### config.mk
export PLATFORM = sky130hd
export DESIGN_NAME = neuron_mac_serial_flat
export DESIGN_NICKNAME = d
export VERILOG_FILES = /design/src/rtl/nn_pkg.sv /design/src/rtl/neuron_mac_serial_if.sv /design/src/rtl/nn_sat_act.sv /design/src/rtl/neuron_mac_serial.sv /design/src/flat_wrapper.sv
export SDC_FILE = /design/constraint.sdc
export NUM_CORES = 2
export LEC_CHECK = 0
export CAP_MARGIN = 15
export CORE_ASPECT_RATIO = 0.7
export CORE_MARGIN = 3
export CORE_UTILIZATION = 55
export CTS_CLUSTER_SIZE = 16
export DETAILED_ROUTE_END_ITERATION = 7
export HOLD_SLACK_MARGIN = 0.06
export PLACE_DENSITY_LB_ADDON = 0.3
export SYNTH_ARGS = -nofsm -noshare
export SYNTH_HDL_FRONTEND = slang
export SYNTH_SLANG_ARGS = --single-unit
### constraint.sdc
create_clock -name clk -period 7.2 [get_ports clk]
set_input_delay 1.08 -clock clk [delete_from_list [all_inputs] [get_ports clk]]
set_output_delay 1.08 -clock clk [all_outputs]
set_load 0.02 [all_outputs]
### src/rtl/nn_pkg.sv
// Shared definitions for the fully-connected layer blocks: FSM states,
// activation selectors and the saturating clip helper.
package nn_pkg;

  typedef enum logic [1:0] {
    IDLE = 2'd0,
    MAC  = 2'd1,
    FIN  = 2'd2,
    OUT  = 2'd3
  } state_t;

  localparam logic ACT_RELU   = 1'b0;
  localparam logic ACT_LINEAR = 1'b1;

  localparam int CLIP_W = 64;

  // Clip a wide signed value into the signed range of a dw-bit result.
  function automatic logic signed [CLIP_W-1:0] sat_clip(
    input logic signed [CLIP_W-1:0] v,
    input int                       dw
  );
    logic signed [CLIP_W-1:0] hi;
    logic signed [CLIP_W-1:0] lo;
    logic signed [CLIP_W-1:0] r;
    hi = (64'sd1 <<< (dw - 1)) - 64'sd1;
    lo = -(64'sd1 <<< (dw - 1));
    if (v > hi)      r = hi;
    else if (v < lo) r = lo;
    else             r = v;
    return r;
  endfunction

endpackage

### src/rtl/neuron_mac_serial_if.sv
// Bundle of the input-vector, result and weight-write ports of one neuron.
interface neuron_mac_serial_if #(
  parameter int N_IN = 10,
  parameter int DW   = 16
);
  localparam int AW = $clog2(N_IN + 1);

  // Both streams: a transfer happens on a rising edge where valid && ready;
  // the producer holds valid and its payload stable until that edge.
  logic                 in_valid;
  logic                 in_ready;
  logic [N_IN*DW-1:0]   in_data;
  logic                 act_mode;
  logic                 wr_en;
  logic [AW-1:0]        wr_addr;
  logic [DW-1:0]        wr_data;
  logic                 wr_err;
  logic                 out_valid;
  logic                 out_ready;
  logic [DW-1:0]        out_data;
  logic                 out_sat;

  modport master (
    output in_valid, in_data, act_mode, wr_en, wr_addr, wr_data, out_ready,
    input  in_ready, wr_err, out_valid, out_data, out_sat
  );

  modport slave (
    input  in_valid, in_data, act_mode, wr_en, wr_addr, wr_data, out_ready,
    output in_ready, wr_err, out_valid, out_data, out_sat
  );
endinterface

### src/rtl/nn_sat_act.sv
// Combinational post-processing of an accumulator: fixed-point shift,
// saturation to DW bits and ReLU/linear activation.
module nn_sat_act
  import nn_pkg::*;
#(
  parameter int DW    = 16,
  parameter int FRAC  = 0,
  parameter int ACC_W = 36
) (
  input  logic signed [ACC_W-1:0] acc,
  input  logic                    mode,
  output logic [DW-1:0]           data,
  output logic                    sat
);
  logic signed [ACC_W-1:0]  shifted;
  logic signed [CLIP_W-1:0] wide;
  logic signed [CLIP_W-1:0] clipped;

  always_comb begin
    shifted = acc >>> FRAC;
    wide    = CLIP_W'(shifted);
    clipped = sat_clip(wide, DW);
    sat     = (clipped != wide);
    // ReLU zeroes negatives after clipping; the clip flag is kept as is.
    if (mode == ACT_RELU && clipped[CLIP_W-1]) data = '0;
    else                                       data = clipped[DW-1:0];
  end
endmodule

### src/rtl/neuron_mac_serial.sv
// Time-multiplexed neuron: one shared multiplier walks the N_IN inputs,
// then a shift/saturate/activate stage produces the registered result.
module neuron_mac_serial
  import nn_pkg::*;
#(
  parameter int N_IN = 10,
  parameter int DW   = 16,
  parameter int FRAC = 0,
  localparam int ACC_W = 2*DW + $clog2(N_IN + 1)
) (
  input  logic                clk,
  input  logic                reset,
  neuron_mac_serial_if.slave  bus,
  output state_t              state
);
  localparam int AW = $clog2(N_IN + 1);
  localparam int IW = (N_IN > 1) ? $clog2(N_IN) : 1;

  state_t                   next_state;
  logic signed [DW-1:0]     w [N_IN];
  logic signed [DW-1:0]     bias;
  logic signed [DW-1:0]     bias_eff;
  logic signed [DW-1:0]     x_q [N_IN];
  logic                     mode_q;
  logic [IW-1:0]            idx;
  logic signed [ACC_W-1:0]  acc;
  logic signed [2*DW-1:0]   prod;
  logic                     accept;
  logic                     wr_ok;
  logic                     last;
  logic [DW-1:0]            fin_data;
  logic                     fin_sat;

  assign accept = bus.in_valid && (state == IDLE);
  assign wr_ok  = bus.wr_en && (state == IDLE) && (bus.wr_addr <= AW'(N_IN));
  assign last   = (idx == IW'(N_IN - 1));
  assign prod   = x_q[idx] * w[idx];
  // A bias write on the accepting edge must already seed this sample.
  assign bias_eff = (wr_ok && bus.wr_addr == AW'(N_IN)) ? $signed(bus.wr_data) : bias;

  always_ff @(posedge clk) begin
    if (reset) begin
      for (int i = 0; i < N_IN; i++) w[i] <= '0;
      bias       <= '0;
      bus.wr_err <= 1'b0;
    end else begin
      bus.wr_err <= bus.wr_en && !wr_ok;
      if (wr_ok) begin
        if (bus.wr_addr == AW'(N_IN)) bias <= $signed(bus.wr_data);
        else                          w[bus.wr_addr] <= $signed(bus.wr_data);
      end
    end
  end

  always_ff @(posedge clk) begin
    if (reset) state <= IDLE;
    else       state <= next_state;
  end

  always_comb begin
    next_state = state;
    case (state)
      IDLE:    if (bus.in_valid) next_state = MAC;
      MAC:     if (last) next_state = FIN;
      FIN:     next_state = OUT;
      OUT:     if (bus.out_ready) next_state = IDLE;
      default: next_state = IDLE;
    endcase
  end

  always_comb begin
    bus.in_ready  = (state == IDLE);
    bus.out_valid = (state == OUT);
  end

  always_ff @(posedge clk) begin
    if (reset) begin
      for (int i = 0; i < N_IN; i++) x_q[i] <= '0;
      mode_q       <= ACT_RELU;
      idx          <= '0;
      acc          <= '0;
      bus.out_data <= '0;
      bus.out_sat  <= 1'b0;
    end else begin
      if (accept) begin
        for (int i = 0; i < N_IN; i++) x_q[i] <= $signed(bus.in_data[i*DW +: DW]);
        mode_q <= bus.act_mode;
        acc    <= ACC_W'(bias_eff) <<< FRAC;
        idx    <= '0;
      end
      if (state == MAC) begin
        acc <= acc + ACC_W'(prod);
        idx <= idx + 1'b1;
      end
      if (state == FIN) begin
        bus.out_data <= fin_data;
        bus.out_sat  <= fin_sat;
      end
    end
  end

  nn_sat_act #(.DW(DW), .FRAC(FRAC), .ACC_W(ACC_W)) u_sat_act (
    .acc  (acc),
    .mode (mode_q),
    .data (fin_data),
    .sat  (fin_sat)
  );
endmodule

### src/flat_wrapper.sv
// flat-port wrapper written by rule: the top's interface ports become plain ports
module neuron_mac_serial_flat import nn_pkg::*;
#(
  parameter int N_IN = 10,
  parameter int DW   = 16,
  parameter int FRAC = 0,
  localparam int ACC_W = 2*DW + $clog2(N_IN + 1)
)
  (clk, reset, state, bus_in_valid, bus_in_data, bus_act_mode, bus_wr_en, bus_wr_addr, bus_wr_data, bus_out_ready, bus_in_ready, bus_wr_err, bus_out_valid, bus_out_data, bus_out_sat);
  neuron_mac_serial_if #(.N_IN(N_IN), .DW(DW)) bus_i ();
  input  logic clk;
  input  logic reset;
  output state_t state;
  input wire logic [$bits(bus_i.in_valid)-1:0] bus_in_valid;
  input wire logic [$bits(bus_i.in_data)-1:0] bus_in_data;
  input wire logic [$bits(bus_i.act_mode)-1:0] bus_act_mode;
  input wire logic [$bits(bus_i.wr_en)-1:0] bus_wr_en;
  input wire logic [$bits(bus_i.wr_addr)-1:0] bus_wr_addr;
  input wire logic [$bits(bus_i.wr_data)-1:0] bus_wr_data;
  input wire logic [$bits(bus_i.out_ready)-1:0] bus_out_ready;
  output wire logic [$bits(bus_i.in_ready)-1:0] bus_in_ready;
  output wire logic [$bits(bus_i.wr_err)-1:0] bus_wr_err;
  output wire logic [$bits(bus_i.out_valid)-1:0] bus_out_valid;
  output wire logic [$bits(bus_i.out_data)-1:0] bus_out_data;
  output wire logic [$bits(bus_i.out_sat)-1:0] bus_out_sat;
  assign bus_i.in_valid = bus_in_valid;
  assign bus_i.in_data = bus_in_data;
  assign bus_i.act_mode = bus_act_mode;
  assign bus_i.wr_en = bus_wr_en;
  assign bus_i.wr_addr = bus_wr_addr;
  assign bus_i.wr_data = bus_wr_data;
  assign bus_i.out_ready = bus_out_ready;
  assign bus_in_ready = bus_i.in_ready;
  assign bus_wr_err = bus_i.wr_err;
  assign bus_out_valid = bus_i.out_valid;
  assign bus_out_data = bus_i.out_data;
  assign bus_out_sat = bus_i.out_sat;
  neuron_mac_serial #(.N_IN(N_IN), .DW(DW), .FRAC(FRAC)) u_core (.clk(clk), .reset(reset), .bus(bus_i), .state(state));
endmodule
==> metrics.md <==
| Metric | Value |
|---|---|
| Crit path max fanout | 13 |
| Post-synth EDFFs | between 400 and 500 |
| Actual slew at the worst max-slew pin | 1215 ps |
| I/O pin cnt | 208 |
| RR Endpoint | u_core.acc[31] |
| Relative slew slack | 18.98% |
| Slowest CP cell | fa_1 |
| Yosys warns | 0 |
| Cell Rows | 74 |
| Cell count after synthesis | roughly 2700 |
| Startpoint Class | flip-flop |
| Maximum buffer depth of the clock tree | 3 |
| Latest clock arrival within the worst-skew pair | 640 ps |
| Detailed Route WL | 91730 um |
| Top delay family on crit path | adder cells |
| Most common cell after layout, fill and taps aside | edfxtp_1 |
| Post-place setup slack | -556.9 ps |
| Cell variety after synth | 72 |
| Nets | 3900 |
| Cell total after placement | just under 4000 |
| Non-filler cells in the finished layout | 4126 |
| Final ANT Viol Nets | 0 |
| Final setup viols | 21 |
| Core Region | 58610 um^2 |
| Synthesized area per cell | 11.98 um^2 |
| Most frequent cells in the layout | edfxtp_1, inv_1, nor2_1, fa_1, buf_4 |
| Drt pass-1 iters | 6 |
| DR vias | between 20000 and 25000 |
| Largest net degree at the start of global routing | 130 |
| Failing checks | negative setup slack |
| GRT Util Overall | 29.65% |
| Area grow syn2layout | 25.71% |
| DR DRC count | 0 |
| Required @ worst endpoint | roughly 7600 ps |
| Crit path DAT | 8220 ps |
| Main synth FF type | edfxtp_1 |
| Initial antenna violation count | 10 |
| Post-DP HPWL | 68030 um |
| #FFs+latches synth | 497 |
| Cts bufs inserted | 49 |
| Final period utilization | 108.0% |
| Die Width | 297.4 um |
| Vias in the first global route | 24510 |
| Hold endpoint | u_core.mode_q |
| Design Area, Final | 41100 um^2 |
| Slowest Stage Delay on Critical Path | 570 ps |
| Initial Util | 55.79% |
| Placed Area | 37810 um^2 |
| Hold_sp | u_core.mode_q |
| Sequential area share after synthesis | 43.16% |
| Synthesized area | 32700 um^2 |
| Global route overflow | 0 |
| Die area | about 62000 um^2 |
| Drt via density | 5.559 |
| Clock transition at path regs | 70 ps |
| Min-Delay Path Class | reg2reg |
| Most used cell, CP | fa_1 |
| Worst reg-to-reg setup slack | -570 ps |
| First-pass GRT wire length | 140200 um |
| Clock Tree Root | clkbuf_16 |
| Post-synth ARST share | 0% |
| Outcome | finished, violations left |
| Crit path buf inv count | 11 |
| CP Capture Type | flip-flop |
| Hold Buf Count CTS | 0 |
| H-tree depth | 2 |
| Reg2reg path depth | 31 |
| Cell count of the worst hold path | 2 |
| RD Place Congestion | roughly 0.96 |
| Post-route minimum period | roughly 8000 ps |
| Hold Fails Final Rpt | 0 |
| Port Buffers | 207 |
| PnR worst setup slack | -574.7 ps |
| Clock net sink count | 497 |
| Critical path class | reg2reg |
| CTS tree | built |
| Max-cap viol count | 0 |
| Routed WL per cell | around 22 um |
| Layout cells sized above 1 | 21.74% |
| RSZ-0062 raised after global routing | true |
| Die Y | 210 um |
| Initial DRC count | 2184 |
| Clk_skew | 49.84 ps |
| Final Max Slew Viols | 0 |
| Achievable frequency | 128.6 MHz |
metrics by stage:
stage	TNS [ps]	utilization [%]	hold WS [ps]
final	-7110	70.13	465.6
after global routing	-12100	70.13	497.8
after CTS	-4733	68.98	464.0
after detailed placement	-5158	64.52	455.1
after global placement	-3747	64.52	445.6
after floorplan	-70.95	-	436.5
how the worst max path moves through the flow:
stage / startpoint / endpoint / slack [ps] / depth (start not counted)
2_1_floorplan: flip-flop / u_core.acc[35] / -70 / 29
6_report: flip-flop / u_core.acc[31] / -570 / 31
4_1_cts: flip-flop / u_core.acc[35] / -420 / 31
3_5_place_dp: flip-flop / u_core.acc[31] / -560 / 30
5_1_grt: flip-flop / u_core.acc[35] / -840 / 29
3_3_place_gp: flip-flop / u_core.acc[31] / -450 / 30
flip-flops by register name, indices dropped and copies added (netlist names), named ones only:
name and cells:
u_core.w 256, u_core.x_q 160, u_core.acc 36, u_core.bias 16, u_core.bus.out_data 16, u_core.idx 4, u_core.state 2, u_core.bus.out_sat 1
u_core.bus.wr_err 1, u_core.mode_q 1
cell usage after synthesis (3+ instances only):
master    count  area, um^2
a211oi_1     19       142.6
a21o_1       14       105.1
a21oi_1      60       300.3
a22oi_1       5       37.54
a31oi_1       6       37.54
and2_1      167        1045
and3_1        6       37.54
and3_2        3       22.52
buf_1         4       15.01
buf_2        36       180.2
buf_6         5       56.30
clkbuf_1     69       259.0
dfxtp_1      81        1622
edfxtp_1    416       12490
fa_1        314        6286
ha_1        114        1426
inv_1       415        1558
mux2_2       26       292.8
mux2i_1      43       430.4
mux4_2      102        2297
nand2_1     152       570.6
nand2b_1     39       244.0
nand3_1       7       35.03
nand4_1      11       68.82
nor2_1      382        1434
nor2b_1      29       181.4
nor3_1       15       75.07
nor3b_1       3       22.52
nor4_1        9       56.30
o211ai_1      3       22.52
o21a_1       17       127.6
o21ai_0      31       155.2
o21ai_1      10       50.05
o21ai_2      16       140.1
o21bai_1      4       30.03
o22ai_1      14       87.58
o31a_1        3       26.28
o31ai_1       3       22.52
xnor2_1      22       192.7
xor2_1       16       140.1
worst register-to-register path: cells and delay by family (launching register included):
kind,cells,cell delay [ps]
xor+xnor,1,140
buf+inv,11,1470
mux,2,790
fa+ha+maj,7,3310
flops,1,380
simple gates,4,470
compound gates,6,1040
cell type report:
| cell class | count | area (um^2) |
|---|---|---|
| well taps | 798 | 998.5 |
| clock buffers | 54 | 1255 |
| flip-flops and latches | 497 | 14130 |
| diodes | 3 | 7.507 |
| fillers | 4038 | 17510 |
| repair buffers | 531 | 5246 |
| inverters | 416 | 1569 |
| multi-input cells | 1791 | 17510 |
| clock inverters | 36 | 387.9 |
logic make-up (layout without fill, tap and decap cells):
family	count (synthesis)	count (layout)	share of synthesized area (%)
AOI/OAI and AO/OA	220	220	4.397
xor gates and xnor gates	39	39	1.068
adders and majority gates	428	428	23.59
buffers and inverters	537	1037	6.597
DFF	497	497	43.16
muxes	171	171	9.237
other	1	99	0.01147
and+or+nand+nor	837	837	11.94
what timing repair did:
| item | CTS | global route |
|---|---|---|
| endpoints found under the setup margin | 19 | 23 |
| cloned | 2 | 2 |
| resized for setup | 119 | 118 |
| pin swaps | 90 | 96 |
| buffers inserted | 48 | 27 |
metal layers:
layer	wire (um)	global-route usage, %	up-vias
met4	2299	7.610	16
met5	380	3.274	-
li1	-	-	10050
met1	37180	41.55	11500
met3	11300	9.864	156
met2	40570	44.93	1210
Power is left out: the tool's default activity adds up to more than one toggle a clock period on the data nets, which glitch-free logic cannot reach.
